### config.mk
export PLATFORM = sky130hd
export DESIGN_NAME = uart_tx_fifo
export DESIGN_NICKNAME = d
export VERILOG_FILES = /design/src/rtl/uart_tx_fifo.sv
export SDC_FILE = /design/constraint.sdc
export NUM_CORES = 1
export LEC_CHECK = 0
export BUFFER_PORTS_ARGS = -buffer_cell sky130_fd_sc_hd__buf_2
export CAP_MARGIN = 10
export CORE_MARGIN = 1
export CORE_UTILIZATION = 37
export DETAILED_ROUTE_END_ITERATION = 10
export MAX_ROUTING_LAYER = met4
export PLACE_DENSITY_LB_ADDON = 0.05
export SLEW_MARGIN = 20
export SYNTH_ARGS = -nofsm -noshare
export SYNTH_HDL_FRONTEND = slang
export SYNTH_SLANG_ARGS = --single-unit
export TNS_END_PERCENT = 5
### constraint.sdc
create_clock -name sysclk_12 -period 1.7 [get_ports sysclk_12]
set_input_delay 0.255 -clock sysclk_12 [delete_from_list [all_inputs] [get_ports sysclk_12]]
set_output_delay 0.255 -clock sysclk_12 [all_outputs]
set_load 0.03 [all_outputs]
### src/rtl/uart_tx_fifo.sv
// FIFO-fed UART transmitter: pulls words via rdreq and serialises them
// with configurable data width, parity and stop bits.
module uart_tx_fifo #(
  parameter int CLK_FREQURENCE = 12000000,
  parameter int BAUD_RATE      = 115200,
  parameter int BIT_CNT        = CLK_FREQURENCE / BAUD_RATE,
  parameter int DATA_BITS      = 8,
  parameter int PARITY         = 0,
  parameter int STOP_BITS      = 1
) (
  input  logic                 sysclk_12,
  input  logic                 i_rest_n,
  input  logic                 uart_en,
  input  logic                 rdempty,
  input  logic [DATA_BITS-1:0] paralle_data,
  output logic                 rdreq,
  output logic                 tx_data,
  output logic                 send_sta_flg,
  output logic                 byte_done
);

  localparam int CW = (BIT_CNT > 1) ? $clog2(BIT_CNT) : 1;
  localparam logic [CW-1:0] CNT_MAX = CW'(BIT_CNT - 1);
  localparam logic [2:0] LAST_D = 3'(DATA_BITS - 1);
  localparam logic [2:0] LAST_S = 3'(STOP_BITS - 1);

  typedef enum logic [2:0] {
    IDLE, RDREQ, LOAD, START, DATA, PAR, STOP
  } state_t;

  state_t               state_q, state_d;
  logic [CW-1:0]        cnt_q, cnt_d;
  logic [2:0]           idx_q, idx_d;
  logic [DATA_BITS-1:0] shreg_q, shreg_d;
  logic                 par_q, par_d;
  logic                 tx_q, tx_d;
  logic                 rdreq_q, rdreq_d;
  logic                 busy_q, busy_d;
  logic                 done_q, done_d;
  logic                 wrap;

  assign wrap = (cnt_q == CNT_MAX);

  always_ff @(posedge sysclk_12 or negedge i_rest_n) begin
    if (!i_rest_n) begin
      state_q <= IDLE;
    end else begin
      state_q <= state_d;
    end
  end

  always_comb begin
    state_d = state_q;
    cnt_d   = wrap ? '0 : cnt_q + CW'(1);
    idx_d   = idx_q;
    shreg_d = shreg_q;
    par_d   = par_q;
    tx_d    = tx_q;
    rdreq_d = 1'b0;
    busy_d  = busy_q;
    done_d  = 1'b0;
    unique case (state_q)
      IDLE: begin
        cnt_d  = '0;
        idx_d  = '0;
        tx_d   = 1'b1;
        busy_d = 1'b0;
        if (uart_en && !rdempty) begin
          state_d = RDREQ;
          rdreq_d = 1'b1;
        end
      end
      RDREQ: begin
        cnt_d   = '0;
        state_d = LOAD;
      end
      LOAD: begin
        cnt_d   = '0;
        shreg_d = paralle_data;
        par_d   = (PARITY == 1) ? ~^paralle_data
                                : ^paralle_data;
        tx_d    = 1'b0;
        busy_d  = 1'b1;
        state_d = START;
      end
      START: begin
        if (wrap) begin
          tx_d    = shreg_q[0];
          shreg_d = shreg_q >> 1;
          state_d = DATA;
        end
      end
      DATA: begin
        if (wrap) begin
          if (idx_q == LAST_D) begin
            idx_d = '0;
            if (PARITY != 0) begin
              tx_d    = par_q;
              state_d = PAR;
            end else begin
              tx_d    = 1'b1;
              state_d = STOP;
            end
          end else begin
            idx_d   = idx_q + 3'd1;
            tx_d    = shreg_q[0];
            shreg_d = shreg_q >> 1;
          end
        end
      end
      PAR: begin
        if (wrap) begin
          tx_d    = 1'b1;
          state_d = STOP;
        end
      end
      STOP: begin
        // idx counts stop bits here so the full stop time is always sent
        if (wrap) begin
          if (idx_q == LAST_S) begin
            idx_d   = '0;
            done_d  = 1'b1;
            busy_d  = 1'b0;
            state_d = IDLE;
          end else begin
            idx_d = idx_q + 3'd1;
          end
        end
      end
      default: state_d = IDLE;
    endcase
  end

  always_ff @(posedge sysclk_12 or negedge i_rest_n) begin
    if (!i_rest_n) begin
      cnt_q   <= '0;
      idx_q   <= '0;
      shreg_q <= '0;
      par_q   <= 1'b0;
      tx_q    <= 1'b1;
      rdreq_q <= 1'b0;
      busy_q  <= 1'b0;
      done_q  <= 1'b0;
    end else begin
      cnt_q   <= cnt_d;
      idx_q   <= idx_d;
      shreg_q <= shreg_d;
      par_q   <= par_d;
      tx_q    <= tx_d;
      rdreq_q <= rdreq_d;
      busy_q  <= busy_d;
      done_q  <= done_d;
    end
  end

  assign rdreq        = rdreq_q;
  assign tx_data      = tx_q;
  assign send_sta_flg = busy_q;
  assign byte_done    = done_q;

endmodule

# After elaboration in Yosys (flattened, before gate mapping)
# Cells that the tools add are included.
dict set report op_classes {
  addsub 2
  n_eq_ne 16
  muxes 32
  reduce_logical 14
}
# op count
set ops {}
lappend ops {{$mux W3} 11}
lappend ops {{$mux W8} 3}
lappend ops {{$pmux W8 S3} 1}
lappend ops {{$pmux W3 S7} 1}
lappend ops {{$ne A2 B2 Y1 const B} 8}
lappend ops {{$mux W7} 2}
lappend ops {{$eq A3 B3 Y1 const B} 4}
lappend ops {{$mux W1} 11}
lappend ops {{$pmux W3 S3} 1}
lappend ops {{$reduce_bool A3 Y1} 3}
lappend ops {{$reduce_and A4 Y1} 2}
lappend ops {{$add A7 B1 Y7 const B} 1}
lappend ops {{$eq A7 B7 Y1 const B} 1}
lappend ops {{$reduce_and A7 Y1} 1}
lappend ops {{$eq A3 B2 Y1 const B} 2}
lappend ops {{$logic_not A3 Y1} 2}
lappend ops {{$reduce_and A3 Y1} 2}
lappend ops {{$pmux W1 S5} 1}
lappend ops {{$reduce_bool A5 Y1} 1}
lappend ops {{$add A3 B1 Y3 const B} 1}
lappend ops {{$eq A3 B1 Y1 const B} 1}
lappend ops {{$pmux W1 S3} 1}
lappend ops {{$reduce_or A3 Y1} 1}
lappend ops {{$logic_and A1 B1 Y1} 1}
lappend ops {{$logic_not A1 Y1} 1}
dict set report word_totals {
  register_bits 25
  inputBits 12
}

# Depth between registers and ports, before layout
# Gate-level depths: netlist (run 1).
dict set report logic_depth {
  depth_word 4
  depth_mapped 6
  mapped_depth_nobuf 6
}

# Worst setup path before layout (run 1)
# No wires, ideal clock.
dict set report synth_timing {
  path_type {reg2reg}
  startpoint {register cnt_q[0]}
  endpoint {register shreg_q[0]}
  arrival_ns 1.725
  required_time_ns 1.575
  setup_slack_ns -0.149
  stages_incl_launch_ff 7
  path_buffers 1
  path_cell_list {dfrtp_1 -> ha_1 -> and2_1 -> clkbuf_1 -> nand3_2 -> o32ai_4 -> mux2_2}
}
dict set report synth_via {
  elab_chain_cells 3
  word_cells_on_any_way 4
  classes_between {3 x eq/ne; 1 x reduce/logical}
}
# element line_no
set synth_rtl {}
lappend synth_rtl {{start: declaration} 32} ;# logic [CW-1:0] cnt_q, cnt_d;
lappend synth_rtl {{start signal: assignment} 145} ;# cnt_q <= cnt_d;
lappend synth_rtl {{$eq A7 B7 Y1 *} 42} ;# assign wrap = (cnt_q == CNT_MAX);
lappend synth_rtl {{$ne A2 B2 Y1 (no line)} -}
lappend synth_rtl {{$reduce_and A4 Y1 (no line) *} -}
lappend synth_rtl {{end signal: assignment} 147} ;# shreg_q <= shreg_d;
lappend synth_rtl {{end: declaration} 34} ;# logic [DATA_BITS-1:0] shreg_q, shreg_d;
# Mark *: on every way between the ends. The rest lies on a longest branch, timed or not.
# A chain may end at the register's enable or synchronous reset.

# Worst setup path after layout (run 1)
dict set report layout_timing {
  startpoint {register state_q[2]}
  endpoint {register shreg_q[0]}
}
dict set report layout_via {
  elab_chain_cells 3
  word_cells_on_any_way 9
  classes_between {6 x eq/ne; 1 x mux; 2 x reduce/logical}
}
# element line_no
set layout_rtl {}
lappend layout_rtl {{start: declaration} 31} ;# state_t state_q, state_d;
lappend layout_rtl {{start signal: assignment} 48} ;# state_q <= state_d;
lappend layout_rtl {{$eq A3 B3 Y1 or $eq A3 B2 Y1 (tied branches)} 62} ;# unique case (state_q)
lappend layout_rtl {{$ne A2 B2 Y1 (no line) or $reduce_bool A3 Y1 (tied branches)} -}
lappend layout_rtl {{$reduce_and A4 Y1 (no line)} -}
# Several ways; a longest one is shown, not always the timed one.

==> summary.md, run 1 <==
| Metric | Value |
|---|---|
| Max stage delay on crit path | `roughly 0.47 ns` |
| Crit. End Element | `flop` |
| Crit Path Class | `flop to flop` |
| TritonCTS clock tree | `done` |
| Max clock buf depth | `2` |
| Post-synth ARST share | `1.00` |
| Io pins | `16` |
| Syn nets | `184` |
| Crit Path Max Fanout | `20` |
| Critical Path Start Type | `flop` |
| Slew margin rel. | `0.608` |
| Adder-Cell Fraction of Synth Area | `0.0319` |
| Required @ worst endpoint | `1.85 ns` |
| CP cell instances | `buf_12 > or3b_2 > o21ai_0 > a221oi_1 > mux2_4` |
| Grt ovf | `0` |
| Worst hold-check path type | `primary input to asynchronous set/reset pin` |
| Tot Pwr | `1040 uW` |
| Area leader, netlist | `dfrtp_1` |
| Finish-stage setup viols | `0` |
| DRT Pass-1 Iters | `4` |
| Synth area leaders | `dfrtp_1, mux2_2, a221oi_1` |
| Final max-slew violation count | `0` |
| Post-DR wirelength/cell | `about 16 um` |
| Vias in the first global route | `1451` |
| Sequential area share after synthesis | `0.400` |
| H-tree Lvls | `1` |
| Hold-fix buffers, CTS | `0` |
| Post-synth top flop | `dfrtp_1` |
| CP Data Arrival Time | `1.84 ns` |
| Cell variety after synth | `47` |
| YS warnings | `0` |
| Max Cap Violations | `0` |
| LEAKAGE | `just under 0.0009 uW` |
| Combinational family with the most area after synthesis | `compound AO/OA/AOI/OAI gates` |
| Synth Area in Compound Gates | `0.219` |
| Die area | `4510 um2` |
| Utilization after layout | `0.506` |
| Worst Reg-to-Reg Cells | `5` |
| Yosys top cell area share | `0.383` |
| Vias post-DR | `around 1400` |
| Site Rows | `23` |
| Synthesized flop and latch total | `25` |
| Clk sinks | `25` |
| Core ar. | `4030 um2` |
| Reg clk slew, reported paths | `0.09 ns` |
| Initial antenna violation count | `0` |
| Hold_ws | `-0.0245 ns` |
| EDFF count, synth | `0` |
| Layout cells sized above 1 | `0.385` |
| CP delay by family, top | `flip-flops` |
| Post-DP HPWL | `2850 um` |
| Inserted Diodes | `0` |
| Number of I/O port buffers | `15` |
| Outcome | `finished, violations left` |
| Synth-to-Final Area Change | `30.0%` |
| GRT Util Overall | `0.208` |
| Slowest-stage cell, CP | `dfrtp_2` |
| Worst-margin pin slew | `0.587 ns` |
| Crit path time final | `1.69 ns` |
| Peak Freq | `approximately 590 MHz` |
| Fin crit share | `0.994` |
| Pwr dens | `508 nW/um2` |
| Root Buffer | `clkbuf_8` |
| Vias/cell | `5.58` |
| Synthesized area per cell | `9.34 um2` |
| Worst-Skew Late Latency | `0.26 ns` |
| R2R Setup Slk | `0.01 ns` |
| Post-Route WL | `3980 um` |
| Nets | `222` |
| Synth Area in XOR/XNOR | `0.0279` |
| Simple-gate portion of the synthesized area | `0.207` |
| RR Endpoint | `shreg_q[0]$_DFFE_PN0P_` |
| Final hold vios | `24` |
| RR Startpoint | `state_q[2]$_DFFE_PN0P_` |
| Cell count after synthesis | `roughly 170` |
| Peak supply drop | `267 uV` |
| Routability cong. | `0.827` |
| RSZ-0062 raised after global routing | `yes` |
| Routed Antenna Nets | `0` |
| Clk_skew | `roughly 0.0050 ns` |
| Initial Utilization | `0.389` |
| Critical Path Source | `state_q[2]$_DFFE_PN0P_` |
| Number of remaining DRC errors | `0` |
| WP buf/inv | `1` |
| Mux cell area share after synthesis | `0.0566` |
| Most frequent cells in the layout | `buf_4, dfrtp_1, buf_2` |
| Global-route wire length before repair | `6840 um` |
| DR iter-0 viols | `92` |
| TritonCTS buffer count | `3` |
| Largest net degree at the start of global routing | `26` |
| Die Height | `67.1 um` |
| Synthesized area | `1570 um2` |
| Die X | `~67 um` |
| Commonest non-fill, non-tap cell in the layout | `buf_4` |
| Failing checks | `negative hold slack` |
cell type report:
| class | instances | area (um2) |
|---|---|---|
| Fill cell | 399 | 1990 |
| Multi-Input combinational cell | 121 | 931 |
| Sequential cell | 25 | 628 |
| Timing Repair Buffer | 47 | 339 |
| Tap cell | 50 | 62.6 |
| Clock buffer | 4 | 45.0 |
| Inverter | 8 | 33.8 |
worst max-delay path by stage:
stage | endpoint | slack (ns) | cells after the start
final | shreg_q[0]$_DFFE_PN0P_ | 0.01 | 5
after global routing | idx_q[0]$_DFFE_PN0P_ | -0.06 | 7
after CTS | shreg_q[2]$_DFFE_PN0P_ | -0.004 | 5
after detailed placement | shreg_q[2]$_DFFE_PN0P_ | -0.11 | 4
after global placement | shreg_q[4]$_DFFE_PN0P_ | -0.11 | 4
after floorplan | shreg_q[0]$_DFFE_PN0P_ | -0.11 | 6
cell families after synthesis:
logic type,after synthesis
AO/OA/AOI/OAI,48
XOR/XNOR,5
adder cells (fa/ha/maj),4
buffers and inverters,22
flip-flops,25
multiplexers,8
AND/OR/NAND/NOR,56
routing by layer:
metal,global-route usage,vias up,share of wire
li1,-,701,-
met1,0.268,702,0.47
met2,0.346,17,0.50
met3,0.0240,2,0.018
met4,0.0505,0,0.0055
met5,-,-,0
synthesized netlist by cell type, types with 2 or more instances:
cell type   n
dfrtp_1    24
nor2_1     11
o21ai_0    11
nor3_1      9
inv_1       8
o22ai_1     8
a221oi_1    7
clkbuf_1    7
mux2_2      7
nand2_1     7
or3b_2      7
nand3_1     5
o211ai_1    5
a21oi_1     4
ha_1        4
xor2_1      4
and2_1      3
buf_2       3
a21boi_0    2
a31oi_1     2
and3_1      2
buf_1       2
nand2b_1    2
timing repair:
action	4_1_cts	5_1_grt
endpoints found under the setup margin	9	10
buffers inserted	3	1
resized for setup	18	5
pin swaps	7	4
through the flow:
step	cells	instance area (um2)	TNS, ns	worst slack [ns]
floorplan	168	1570	-0.762	-0.109
global placement	247	1870	-0.799	-0.105
detailed placement	247	1870	-0.883	-0.114
CTS	254	2010	-0.00531	-0.00394
global route	255	2040	-0.464	-0.0581
finish	255	2040	0	0.0102
flip-flops by register name, indices dropped and copies added, names as in the netlist:
name,flops
byte_done,1
rdreq,1
cnt_q,7
tx_data,1
state_q,3
send_sta_flg,1
idx_q,3
shreg_q,8
where the power goes:
part           total [uW]  internal, uW  switching (uW)
combinational        69.2          37.8            31.4
clock                 355           167             188
sequential            612           604            7.79
No activity file was read; power rests on OpenSTA's default activity.
==> run 2: changes to the inputs <==
- CORE_UTILIZATION: 37 -> 55
- CTS_BUF_LIST: unset -> sky130_fd_sc_hd__clkbuf_4
- TNS_END_PERCENT: 5 -> 1
==> run 2 against run 1 <==
Compared with the run above: critical path depth stayed put; non-clock buffer count decreased by 2; critical path type unchanged; die area down 32%; via count is 2.7% higher; first-iteration DRC count is 4.3% lower; the flow finishes with violations (negative setup slack).
==> summary.md, run 2 (synthesis results as in run 1) <==
| Metric | Value |
|---|---|
| Worst Reg-to-Reg Cells | `5 (unchanged)` |
| Final max-slew violation count | `0 (unchanged)` |
| TritonCTS buffer count | `3 (unchanged)` |
| Largest registers | `shreg_q: 8 flops, cnt_q: 7 flops` |
| Layout fillers | `206 (-48%)` |
| Vias/cell | `6.24 (+12%)` |
| LEAKAGE | `0.000855 uW (-1.7%)` |
| Fin crit share | `1.02 (+0.0222)` |
| Nets | `220 (-0.90%)` |
| Layout Cells excl Fill | `234 (-8.2%)` |
| Combinational power share | `0.072 (+0.005)` |
| Routed Antenna Nets | `0 (unchanged)` |
| Outcome | `finished, violations left` |
| Critical Path Source | `cnt_q[4]$_DFF_PN0_` |
| Grt ovf | `0 (unchanged)` |
| Worst hold-check path type | `primary input to flop` |
| Clk_skew | `0.00184 ns (-0.00315 ns)` |
| Sw Share | `0.241 (+0.0218)` |
| Power share of the clock group | `0.292 (-0.051)` |
| GRT Util Overall | `0.281 (+0.0727)` |
| Capture point of the critical path | `shreg_q[3]$_DFFE_PN0P_` |
| Required @ worst endpoint | `1.93 ns (+0.08 ns)` |
| Internal power | `730 uW (-9.8%)` |
| Most frequent cells in the layout | `buf_4, dfrtp_1, buf_2` |
| Vias post-DR | `1461 (+2.7%)` |
| Reg clk slew, reported paths | `0.15 ns (+0.06 ns)` |
| Layout cells sized above 1 | `0.369 (-0.0159)` |
| Clk sinks | `25 (unchanged)` |
| Synth-to-Final Area Change | `24.7%` |
| R2R Setup Slk | `-0.03 ns (-0.04 ns)` |
| Number of I/O port buffers | `15 (unchanged)` |
| H-tree Lvls | `1 (unchanged)` |
| Largest net degree at the start of global routing | `26 (unchanged)` |
| Utilization after layout | `0.716 (+0.210)` |
| RR Endpoint | `shreg_q[3]$_DFFE_PN0P_` |
| DRT Pass-1 Iters | `4 (unchanged)` |
| Failing checks | `negative setup slack` |
| Initial antenna violation count | `0 (unchanged)` |
| Vias in the first global route | `1481 (+2.1%)` |
| Worst-margin pin slew | `0.571 ns (-0.0162 ns)` |
| Site Rows | `19 (-17%)` |
| Crit Path Class | `flop to flop` |
| Sw Pwr | `231 uW (+2.0%)` |
| Placement Setup Slack | `-0.121 ns (-0.00637 ns)` |
| Top reg by flops | `shreg_q` |
| Commonest non-fill, non-tap cell in the layout | `buf_4` |
| Routability cong. | `0.855 (+3.4%)` |
| Setup ws final | `-0.0276 ns (-0.0378 ns)` |
| Tot Pwr | `961 uW (-7.2%)` |
| Seq. cell area | `628 um2 (unchanged)` |
| TritonCTS clock tree | `done` |
| Total negative slack | `-0.139 ns (-0.139 ns)` |
| Io pins | `16 (unchanged)` |
| Post-Route WL | `3910 um (-1.6%)` |
| DR iter-0 viols | `88 (-4.3%)` |
| Slew margin rel. | `0.619 (+0.0108)` |
| Reg power frac | `0.637 (+0.047)` |
| Max Cap Violations | `0 (unchanged)` |
| RSZ-0062 raised after global routing | `yes` |
| Largest register FFs | `8 (unchanged)` |
| Final hold vios | `0 (-100%)` |
| RR Startpoint | `cnt_q[4]$_DFF_PN0_` |
| Max clock buf depth | `2 (unchanged)` |
| Post-DR wirelength/cell | `16.7 um (+7.2%)` |
| Slowest-stage cell, CP | `dfrtp_1` |
| Dpl cells | `228 (-7.7%)` |
| CP Data Arrival Time | `1.96 ns (+0.12 ns)` |
| Die X | `55.4 um (-17%)` |
| Die Height | `55.4 um (-17%)` |
| Finish-stage setup viols | `7 (+7)` |
| Max stage delay on crit path | `0.41 ns (-0.06 ns)` |
| Crit. End Element | `flop` |
| Crit Path Max Fanout | `8 (-60%)` |
| Worst-Skew Late Latency | `0.32 ns (+0.06 ns)` |
| Core ar. | `2730 um2 (-32%)` |
| Initial Utilization | `0.574 (+0.184)` |
| Peak Freq | `579 MHz (-2.2%)` |
| Post-DP HPWL | `2710 um (-5.0%)` |
| Global-route wire length before repair | `6640 um (-2.9%)` |
| Pwr dens | `491 nW/um2 (-3.3%)` |
| Peak supply drop | `444 uV (+66%)` |
| Number of remaining DRC errors | `0 (unchanged)` |
| Crit path time final | `1.73 ns (+0.0378 ns)` |
| Critical Path Start Type | `flop` |
| Multi-input gate area | `901 um2 (-3.2%)` |
| Inserted Diodes | `0 (unchanged)` |
| Root Buffer | `clkbuf_4` |
| Die area | `3070 um2 (-32%)` |
| CP cell instances | `and4bb_1 > nand3_2 > o32ai_4 > buf_12 > mux2_2` |
-- run 2: worst max-delay path, delay by kind of cell (launching register included) --
family	cells	cell delay, ns
AOI/OAI and AO/OA	1	0.29
buffers and inverters	1	0.16
DFF	1	0.41
muxes	1	0.33
and+or+nand+nor	2	0.43
-- run 2: cell type report --
type | count | share of cell area
sequential | 25 | 0.321
timing repair buffer | 45 | 0.169
tap | 31 | 0.0198
clock buffer | 3 | 0.0115
clock inverter | 1 | 0.00256
multi-input combinational | 121 | 0.460
inverter | 8 | 0.0153
-- run 2: what timing repair did --
action / 4_1_cts / 5_1_grt
endpoints found under the setup margin: 8 / 12
endpoints found under the hold margin: 24 / 0
pin swaps: 4 / 1
hold buffers: 1 / 0
buffers inserted: 1 / 0
resized for setup: 7 / 7
-- run 2: worst min-delay path by stage --
stage / startpoint / end / slack [ns] / depth (start not counted)
after floorplan: i_rest_n / byte_done$_DFF_PN0_ / -0.04 / 0
after global placement: i_rest_n / byte_done$_DFF_PN0_ / 0.27 / 1
after detailed placement: i_rest_n / byte_done$_DFF_PN0_ / 0.28 / 1
after CTS: paralle_data[7] / shreg_q[7]$_DFFE_PN0P_ / 0.18 / 3
after global routing: paralle_data[7] / shreg_q[7]$_DFFE_PN0P_ / 0.18 / 3
final: paralle_data[7] / shreg_q[7]$_DFFE_PN0P_ / 0.18 / 3
-- run 2: routing by layer --
metal | vias up | global-route usage | wire (um)
li1 | 698 | - | -
met1 | 704 | 0.372 | 1760
met2 | 51 | 0.425 | 1890
met3 | 8 | 0.0328 | 182
met4 | 0 | 0.150 | 81
met5 | - | - | 0
-- run 2: power by group through the flow --
| stage | logic [uW] | clock network, uW | registers, uW |
|---|---|---|---|
| 2_1_floorplan | 32.0 | 0 | 621 |
| 3_3_place_gp | 60.6 | 0 | 622 |
| 3_5_place_dp | 64.1 | 0 | 623 |
| 4_1_cts | 67.7 | 287 | 612 |
| 5_1_grt | 77.6 | 305 | 613 |
| 6_report | 68.9 | 280 | 612 |
-- run 2: per-stage QoR --
stage	area, um2	hold WS (ns)
6_report	1960	0.180
5_1_grt	1960	0.180
4_1_cts	1930	0.176
3_5_place_dp	1850	0.284
3_3_place_gp	1850	0.270
2_1_floorplan	1570	-0.0406
==> run 3: changes to the inputs <==
- CORE_UTILIZATION: 55 -> 45
==> run 3 against run 2 <==
Compared with the run above: the flow still finishes with violations (negative setup slack); sequential share of layout area decreased by 0.80 points; die area rose by 21%; worst hold slack worse by 0.0045 ns; non-clock buffer count is 5 higher; critical path type unchanged; combinational power down 5.4%; power up 0.60%; setup slack improved by 0.023 ns; via count rose by 1.2%; register-to-register slack improved by 0.02 ns; flip-flop and latch count unchanged; critical path depth unchanged; largest cell class unchanged.
==> summary.md, run 3 (synthesis results as in run 1) <==
| Metric | Value |
|---|---|
| Post-DR wirelength/cell | `15.4 um (-7.9%)` |
| GRT Util Overall | `0.240 (-0.0412)` |
| Number of remaining DRC errors | `0 (unchanged)` |
| Routed Antenna Nets | `0 (unchanged)` |
| Tot Pwr | `967 uW (+0.60%)` |
| Worst Reg-to-Reg Cells | `5 (unchanged)` |
| Clk_skew | `0.00457 ns (+0.00273 ns)` |
| Most frequent cells in the layout | `buf_4, dfrtp_1, buf_2` |
| RR Startpoint | `idx_q[0]$_DFFE_PN0P_` |
| Die X | `61.1 um (+10%)` |
| Crit. End Element | `flop` |
| Grt ovf | `0 (unchanged)` |
| Worst hold-check path type | `primary input to flop` |
| Slew margin rel. | `0.616 (-0.00329)` |
| H-tree Lvls | `1 (unchanged)` |
| Layout cells sized above 1 | `0.409 (+0.0392)` |
| Crit Path Max Fanout | `7 (-1)` |
| Site Rows | `21 (+2)` |
| R2R Setup Slk | `-0.005 ns (+0.02 ns)` |
| DR iter-0 viols | `100 (+14%)` |
| Hold_sp | `paralle_data[7]` |
| Post-Route WL | `3910 um (about the same)` |
| Vias/cell | `5.82 (-6.8%)` |
| Total negative slack | `-0.00474 ns (+0.134 ns)` |
| Inserted Diodes | `0 (unchanged)` |
| Largest net degree at the start of global routing | `26 (unchanged)` |
| Largest register FFs | `8 (unchanged)` |
| Routability cong. | `0.941 (+10%)` |
| Final hold vios | `0 (unchanged)` |
| RSZ-0062 raised after global routing | `yes` |
| Peak Freq | `587 MHz (+1.3%)` |
| Crit Path Class | `flop to flop` |
| Dpl cells | `242 (+6.1%)` |
| Die Height | `61.1 um (+10%)` |
| Global-route wire length before repair | `6350 um (-4.4%)` |
| Die area | `3730 um2 (+21%)` |
| Worst-margin pin slew | `0.576 ns (+0.00494 ns)` |
| Largest registers | `shreg_q: 8 flops, cnt_q: 7 flops` |
| DRT Pass-1 Iters | `4 (unchanged)` |
| Required @ worst endpoint | `1.92 ns (about the same)` |
| Clk sinks | `25 (unchanged)` |
| LEAKAGE | `0.000868 uW (+1.6%)` |
| Initial Utilization | `0.470 (-0.104)` |
| Crit path time final | `1.70 ns (-0.0229 ns)` |
| Outcome | `finished, violations left` |
| Reg clk slew, reported paths | `0.14 ns (about the same)` |
| TritonCTS buffer count | `3 (unchanged)` |
| Number of I/O port buffers | `15 (unchanged)` |
| Finish-stage setup viols | `2 (-5)` |
| Failing checks | `negative setup slack` |
| Max clock buf depth | `2 (unchanged)` |
| Top reg by flops | `shreg_q` |
| Pwr dens | `482 nW/um2 (-1.9%)` |
| WHS Path Cells | `3 (unchanged)` |
| Fin crit share | `1.00 (-0.0135)` |
| Nets | `225 (+2.3%)` |
| Final max-slew violation count | `0 (unchanged)` |
| TritonCTS clock tree | `done` |
| Endpoint, Worst Hold | `shreg_q[7]$_DFFE_PN0P_` |
| CP Data Arrival Time | `1.92 ns (-0.04 ns)` |
| Initial antenna violation count | `0 (unchanged)` |
| Max Cap Violations | `0 (unchanged)` |
| Core ar. | `3340 um2 (+22%)` |
| Root Buffer | `clkbuf_4` |
| Worst-Skew Late Latency | `0.32 ns (about the same)` |
| Peak supply drop | `308 uV (-31%)` |
| RR Endpoint | `shreg_q[1]$_DFFE_PN0P_` |
| Critical Path Start Type | `flop` |
| Synth-to-Final Area Change | `27.9%` |
| Vias in the first global route | `1388 (-6.3%)` |
| Layout Cells excl Fill | `254 (+8.5%)` |
| Utilization after layout | `0.601 (-0.114)` |
| Commonest non-fill, non-tap cell in the layout | `buf_4` |
| Vias post-DR | `1478 (+1.2%)` |
| Io pins | `16 (unchanged)` |
| Setup ws final | `-0.00465 ns (+0.0229 ns)` |
| Post-DP HPWL | `2760 um (+1.9%)` |
==> run 3: cell count changes in the layout (fill, tap and decap cells not counted), sizes merged <==
cell and delta:
buf +5, clkbuf +1, clkinv -1
==> run 3: worst max-delay path by stage <==
stage | from | to | cells past startpoint
finish | idx_q[0]$_DFFE_PN0P_ | shreg_q[1]$_DFFE_PN0P_ | 5
CTS | cnt_q[3]$_DFF_PN0_ | shreg_q[1]$_DFFE_PN0P_ | 5
floorplan | cnt_q[0]$_DFF_PN0_ | shreg_q[0]$_DFFE_PN0P_ | 6
global route | idx_q[0]$_DFFE_PN0P_ | shreg_q[1]$_DFFE_PN0P_ | 5
global placement | cnt_q[1]$_DFF_PN0_ | shreg_q[4]$_DFFE_PN0P_ | 5
detailed placement | cnt_q[1]$_DFF_PN0_ | shreg_q[1]$_DFFE_PN0P_ | 5
==> run 3: layer usage <==
| metal | up-vias | global-route usage | wire [um] |
|---|---|---|---|
| met5 | - | - | 0 |
| met2 | 48 | 0.377 | 1950 |
| met4 | 0 | 0.104 | 95 |
| met1 | 713 | 0.312 | 1680 |
| li1 | 709 | - | - |
| met3 | 8 | 0.0273 | 189 |
==> run 3: what timing repair did <==
action | in CTS | in global routing
endpoints found under the setup margin | 10 | 11
buffers inserted | 7 | 0
hold endpoints to repair | 24 | 0
gates resized for setup | 7 | 10
pin swaps | 3 | 3
hold buffers | 1 | 0
==> run 3: critical path, stage by stage (launching register included) <==
cell and delay, ns:
dfrtp_1 0.41, ha_2 0.20, ha_4 0.17, o32ai_4 0.33, buf_12 0.16, mux2_2 0.33
==> run 3: power breakdown <==
part | leakage [uW] | switching [uW] | total, uW | internal (uW)
Sequential | 0.000286 | 6.80 | 611 | 605
Combinational | 0.000563 | 30.6 | 65.2 | 34.6
Clock | 0.0000184 | 183 | 291 | 108
Total | 0.000868 | 220 | 967 | 747
==> run 3: metrics by stage <==
stage	worst slack [ns]	hold WS, ns	cell area (um2)
global placement	-0.106	0.279	1850
floorplan	-0.109	-0.0406	1570
finish	-0.00465	0.175	2010
CTS	0.00145	0.162	1980
global route	-0.0582	0.160	2010
detailed placement	-0.173	0.285	1850
==> run 3: layout make-up <==
cell class | count | area [um2]
multi-input cells | 121 | 905
fillers | 311 | 1330
clock buffers | 4 | 30.0
inverters | 8 | 30.0
repair buffers | 50 | 357
well taps | 46 | 57.6
flip-flops and latches | 25 | 628
